### src/rtl/bbox_sample_iter.sv
// bbox_sample_iter
//   Sample iterator between the bounding-box stage and the hash stage.
//   Accepts one triangle plus its step-aligned bounding box per handshake,
//   then walks every sample position in the box in raster order (x fastest),
//   one sample per cycle, forwarding triangle and color with each sample.
//   Upstream is held (halt_RnnnnL low) for the whole walk.
//
// Ports
//   clk, rst           : clock (rising edge), synchronous active-high reset
//   tri_R13S           : input triangle vertices, VERTS*AXIS*SIGFIG
//   color_R13U         : input triangle color, COLORS*SIGFIG
//   box_R13S           : bounding box {ll.x, ll.y, ur.x, ur.y}, step aligned
//   validTri_R13H      : input triangle valid
//   subSample_RnnnnU   : one-hot rate 1000=1x 0100=2x2 0010=4x4 0001=8x8
//   halt_RnnnnL        : low while walking; upstream must hold
//   tri_R14S/color_R14U: forwarded triangle/color
//   sample_R14S        : sample {x, y}
//   validSamp_R14H     : sample valid
//   sampCount_RnnnnU   : (ITER_SAMPLE_COUNT_EN only) running count of valid
//                        sample cycles, wraps modulo 2^32
//
// Optional feature macro: ITER_SAMPLE_COUNT_EN

module bbox_sample_iter #(
  parameter int SIGFIG     = 24,
  parameter int RADIX      = 10,
  parameter int VERTS      = 3,
  parameter int AXIS       = 3,
  parameter int COLORS     = 3,
  parameter int PIPES_ITER = 1
) (
  input  logic                            clk,
  input  logic                            rst,
  input  logic [VERTS*AXIS*SIGFIG-1:0]    tri_R13S,
  input  logic [COLORS*SIGFIG-1:0]        color_R13U,
  input  logic [2*2*SIGFIG-1:0]           box_R13S,
  input  logic                            validTri_R13H,
  input  logic [3:0]                      subSample_RnnnnU,
  output logic                            halt_RnnnnL,
  output logic [VERTS*AXIS*SIGFIG-1:0]    tri_R14S,
  output logic [COLORS*SIGFIG-1:0]        color_R14U,
  output logic [2*SIGFIG-1:0]             sample_R14S,
  output logic                            validSamp_R14H
`ifdef ITER_SAMPLE_COUNT_EN
  ,
  output logic [31:0]                     sampCount_RnnnnU
`endif
);

  // Only a single-stage iterator is implemented.
  if (PIPES_ITER != 1) begin : g_bad_pipes
    $error("bbox_sample_iter: PIPES_ITER must be 1");
  end

  typedef enum logic {S_WAIT = 1'b0, S_TEST = 1'b1} state_t;

  localparam logic [SIGFIG:0] STEP_1X = (SIGFIG+1)'(1) << RADIX;

  state_t                         r_state;
  logic [VERTS*AXIS*SIGFIG-1:0]   r_tri;
  logic [COLORS*SIGFIG-1:0]       r_color;
  logic [SIGFIG-1:0]              r_llx, r_urx, r_ury;
  logic [SIGFIG-1:0]              r_x, r_y;
  logic                           r_valid;

  logic [SIGFIG:0]                w_step;
  logic [SIGFIG:0]                w_nx, w_ny;
  logic                           w_x_ok, w_y_ok;

  // Step decode from the one-hot rate; unexpected codes fall back to 1x.
  always_comb begin
    w_step = STEP_1X;
    case (subSample_RnnnnU)
      4'b1000: w_step = STEP_1X;
      4'b0100: w_step = STEP_1X >> 1;
      4'b0010: w_step = STEP_1X >> 2;
      4'b0001: w_step = STEP_1X >> 3;
      default: w_step = STEP_1X;
    endcase
  end

  // Next-position sums carried at SIGFIG+1 bits so a box hugging full scale
  // cannot wrap and compare as smaller than ur.
  always_comb begin
    w_nx   = {r_x[SIGFIG-1], r_x} + w_step;
    w_ny   = {r_y[SIGFIG-1], r_y} + w_step;
    w_x_ok = $signed(w_nx) <= $signed({r_urx[SIGFIG-1], r_urx});
    w_y_ok = $signed(w_ny) <= $signed({r_ury[SIGFIG-1], r_ury});
  end

  always_ff @(posedge clk) begin
    if (rst) begin
      r_state <= S_WAIT;
      r_valid <= 1'b0;
      r_x     <= '0;
      r_y     <= '0;
      r_tri   <= '0;
      r_color <= '0;
      r_llx   <= '0;
      r_urx   <= '0;
      r_ury   <= '0;
    end else begin
      case (r_state)
        S_WAIT: begin
          if (validTri_R13H) begin
            r_tri   <= tri_R13S;
            r_color <= color_R13U;
            r_llx   <= box_R13S[4*SIGFIG-1:3*SIGFIG];
            r_urx   <= box_R13S[2*SIGFIG-1:1*SIGFIG];
            r_ury   <= box_R13S[1*SIGFIG-1:0];
            r_x     <= box_R13S[4*SIGFIG-1:3*SIGFIG];
            r_y     <= box_R13S[3*SIGFIG-1:2*SIGFIG];
            r_valid <= 1'b1;
            r_state <= S_TEST;
          end else begin
            r_valid <= 1'b0;
          end
        end
        S_TEST: begin
          // Inputs are ignored here; upstream is held by halt_RnnnnL.
          if (w_x_ok) begin
            r_x <= w_nx[SIGFIG-1:0];
          end else if (w_y_ok) begin
            r_x <= r_llx;
            r_y <= w_ny[SIGFIG-1:0];
          end else begin
            // Last sample of the box is on the output now; one bubble follows.
            r_state <= S_WAIT;
            r_valid <= 1'b0;
          end
        end
        default: begin
          r_state <= S_WAIT;
          r_valid <= 1'b0;
        end
      endcase
    end
  end

  assign halt_RnnnnL    = (r_state == S_WAIT);
  assign tri_R14S       = r_tri;
  assign color_R14U     = r_color;
  assign sample_R14S    = {r_x, r_y};
  assign validSamp_R14H = r_valid;

`ifdef ITER_SAMPLE_COUNT_EN
  logic [31:0] r_cnt;

  always_ff @(posedge clk) begin
    if (rst) r_cnt <= '0;
    else     r_cnt <= r_cnt + 32'(r_valid);
  end

  assign sampCount_RnnnnU = r_cnt;
`endif

endmodule

### config.mk
export PLATFORM = sky130hd
export DESIGN_NAME = bbox_sample_iter
export DESIGN_NICKNAME = d
export VERILOG_FILES = /design/src/rtl/bbox_sample_iter.sv
export SDC_FILE = /design/constraint.sdc
export NUM_CORES = 1
export LEC_CHECK = 0
export ABC_AREA = 1
export CAP_MARGIN = 0
export CORE_AREA = 5 5 280 282
export CTS_BUF_LIST = sky130_fd_sc_hd__clkbuf_8
export DETAILED_ROUTE_END_ITERATION = 8
export DIE_AREA = 0 0 285 287
export GPL_TIMING_DRIVEN = 0
export PLACE_DENSITY_LB_ADDON = 0.2
export SYNTH_ARGS = -nofsm -noshare
export SYNTH_HDL_FRONTEND = slang
export SYNTH_SLANG_ARGS = --single-unit
### constraint.sdc
create_clock -name clk -period 5.65 [get_ports clk]
set_clock_uncertainty 0.2 [all_clocks]
set_input_delay 1.13 -clock clk [delete_from_list [all_inputs] [get_ports clk]]
set_output_delay 1.13 -clock clk [all_outputs]
set_load 0.1 [all_outputs]
==> results.toml <==
[routing]
drt_pass1_iterations = 6
vias_per_cell = 4.32
wl_per_cell_um = 19.2
drt_iter0_drc = 711
dr_total_vias = 18700
drc = 0
wirelength_um = 83500
ant_nets = 0

[finish]
fillers = 8263
utilization_pct = 36.7
multi_input_area_um2 = 8080
layout.nets = 3748
area_growth_pct = 57.7
drive_gt1_share_pct = 5.09
seq_area_um2 = 8210

[floorplanning]
io_pins = 729
die-area_um2 = 81800
coreArea_um2 = 75400
die_w_um = 285
die_h_um = 287
initial_core_util_pct = 23.3
rows = 101

[worst_setup_path]
worstSetupStartpoint = "subSample_RnnnnU[2]"
worst_ep_arrival_time_ps = 5570
critPathMaxStageDelay_ps = 510
path_delay_family = "simple AND/OR/NAND/NOR gates"
r2r_cells = 19
crit_buf_inv = 5
r2r_slack_ps = 1480
crit_required_ps = 5990
end_kind = "flip-flop"
r2r-end = "r_x[12]$_SDFFE_PP0P_"
rr_startpoint = "r_y[13]$_SDFFE_PP0P_"
endpoint = "r_x[12]$_SDFFE_PP0P_"
cpMaxStageDelayCell = "clkdlybuf4s50_1"
crit_type = "input pin to flip-flop"
cp_num_cells = 28
path_common_cell = "nand2_1"
cp_max_fo = 10
startpoint_type = "input pin"

[timing]
min_period_ps = 5220
tightest_slew_ps = 1170
fin_crit_sh_pct = 92.4
setup_tns_ps = 0
finalMaxSlewViolations = 0
hold_viol = 0
setup_violations = 0
fmax_ghz = 0.192
grt_setup_unrepaired = "no"
slew_headroom_pct = 21.7

[yosys]
synthMuxAreaShare_pct = 0
ys_seq_area_share_pct = 46.7
avgSynthCellArea_um2 = 7.06
synth_nets = 2935
synth_top_family_by_area = "simple AND/OR/NAND/NOR gates"
ys_types = 35
yosys.area_share.xor_xnor_pct = 0.349
synthSimpleGateAreaFrac_pct = 28.4
synth-warning-count = 0
ys_ff_latch = 410
synth_adder_area_share_pct = 3.99
synth-compound-area-share_pct = 13.3
syn-cell-area_um2 = 17600
synth_cells = 2488

[power_and_ir_drop]
p_leak_nw = 11.7
peakVddDrop_mv = 0.241
power.density_nw_per_um2 = 574

[hold_path]
hold_class = "flip-flop to flip-flop"

[cts]
cts_resized = 0
cts_setup_buffers = 0
numCtsBuffers = 83
tritoncts = "yes"
cts_max_path_buffers = 3
cts.clk_slew.worst_paths_ps = 60
postCtsHoldBufs = 0
cts_max_level = 3
clock_latency_ps = 670
root_buffer = "clkbuf_8"
cts_sinks = 410

[grt]
grt_max_degree = 14
grt_use_total_pct = 19.5
grt_pass1_vias = 18700
antenna_found_initial = 16
overflow = 0
grt_pass1_wl_um = 121000

[placement]
place_congestion = 0.873
portBuffers = 728
dp_hpwl_um = 66100

[flow_run]
cap_violations = 0

[run_status]
outcome = "complete, no violations"
==> cells in the mapped netlist, drive strengths merged <==
master,n,area [µm²]
nor2,753,2830
dfxtp,410,8210
o21ai,377,1890
nand2,339,1290
inv,161,607
clkbuf,96,360
nand3,77,408
a21oi,75,375
buf,56,305
ha,56,701
nand4,28,175
nor3,14,70.1
nand3b,12,90.1
and2,10,62.6
xor2,7,61.3
a21o,4,30.0
nor3b,3,22.5
nor4,3,18.8
o21bai,3,26.3
and3,1,6.26
o31ai,1,7.51
o41ai,1,8.76
or2,1,6.26
==> where the power goes <==
part	switching, mW	total (mW)	internal (mW)
clock	1.43	3.06	1.63
combinational	6.64	8.87	2.23
sequential	0.424	3.96	3.54
==> worst min-delay path by stage <==
stage / cells past startpoint / end / start
global route: 2 / r_ury[5]$_SDFFE_PP0P_ / r_ury[5]$_SDFFE_PP0P_
floorplan: 2 / r_llx[14]$_SDFFE_PP0P_ / r_llx[14]$_SDFFE_PP0P_
detailed placement: 2 / r_llx[21]$_SDFFE_PP0P_ / r_llx[21]$_SDFFE_PP0P_
global placement: 2 / r_llx[19]$_SDFFE_PP0P_ / r_llx[19]$_SDFFE_PP0P_
finish: 2 / r_llx[21]$_SDFFE_PP0P_ / r_llx[21]$_SDFFE_PP0P_
CTS: 2 / r_llx[21]$_SDFFE_PP0P_ / r_llx[21]$_SDFFE_PP0P_
==> cells by family (layout without fill, tap and decap cells) <==
logic type | Yosys count | count (layout)
and+or+nand+nor | 1241 | 1241
xor gates and xnor gates | 7 | 7
adders and majority gates | 56 | 56
AOI/OAI and AO/OA | 461 | 461
other | 0 | 4
buffers and inverters | 313 | 1184
DFF | 410 | 410
==> registers in the layout (all words and copies together) (netlist names) <==
name,flops
color_R14U,72
tri_R14S,216
validSamp_R14H,1
r_urx,24
r_y,24
r_x,24
r_llx,24
r_state,1
r_ury,24
==> placed cells by master, fill, tap and decap left out, types with 3 or more instances in the layout <==
cell type / n
a21o_1: 4
a21oi_1: 75
and2_1: 10
buf_1: 10
buf_2: 37
buf_4: 5
buf_6: 4
clkbuf_1: 96
clkbuf_8: 98
clkdlybuf4s50_1: 728
clkinv_2: 3
clkinvlp_4: 3
dfxtp_1: 410
diode_2: 4
ha_1: 56
inv_1: 190
nand2_1: 335
nand3_1: 74
nand3b_1: 12
nand4_1: 28
nor2_1: 751
nor3_1: 14
nor3b_1: 3
nor4_1: 3
o21ai_0: 375
xor2_1: 7
==> stage by stage <==
stage	hold slack (ps)	instance area (µm²)	setup WS (ps)	cells	power, mW
2_1_floorplan	230	17600	1140	2488	10.4
3_3_place_gp	242	26100	-201	4194	12.9
3_5_place_dp	248	26100	-197	4194	12.9
4_1_cts	256	27700	532	4337	16.1
5_1_grt	276	27700	138	4339	16.9
6_report	251	27700	429	4341	15.9
==> routing by layer <==
layer  vias to the layer above  track usage, %  part of all wire (%)
li1                       9595               -                     -
met3                       154            6.70                   7.8
met2                       569            34.6                    49
met4                        18            5.43                   2.7
met5                         -               0                  0.12
met1                      8396            22.4                    40
==> worst reg2reg max path, stage by stage (launching register included) <==
cell	delay, ps
dfxtp_1	460
inv_1	130
nor3_1	360
nor3b_1	510
nand4_1	210
and2_1	210
ha_1	290
nand2_1	100
inv_1	60
a21oi_1	160
nand3_1	90
nor2_1	210
nand2_1	80
nand2_1	70
nand3_2	250
nand3_4	240
buf_6	160
nand2_1	60
nor2_1	130
nor2_1	60
==> final cells by class <==
type / count / share of cell area [%]
Tap cell: 978 / 4.42
Buffer: 152 / 2.40
Multi-Input combinational cell: 1765 / 29.2
Antenna cell: 4 / 0.0361
Clock buffer: 98 / 4.87
Clock inverter: 45 / 0.967
Inverter: 161 / 2.19
Timing Repair Buffer: 728 / 26.3
Sequential cell: 410 / 29.6
No activity file was read; power rests on OpenSTA's default activity.
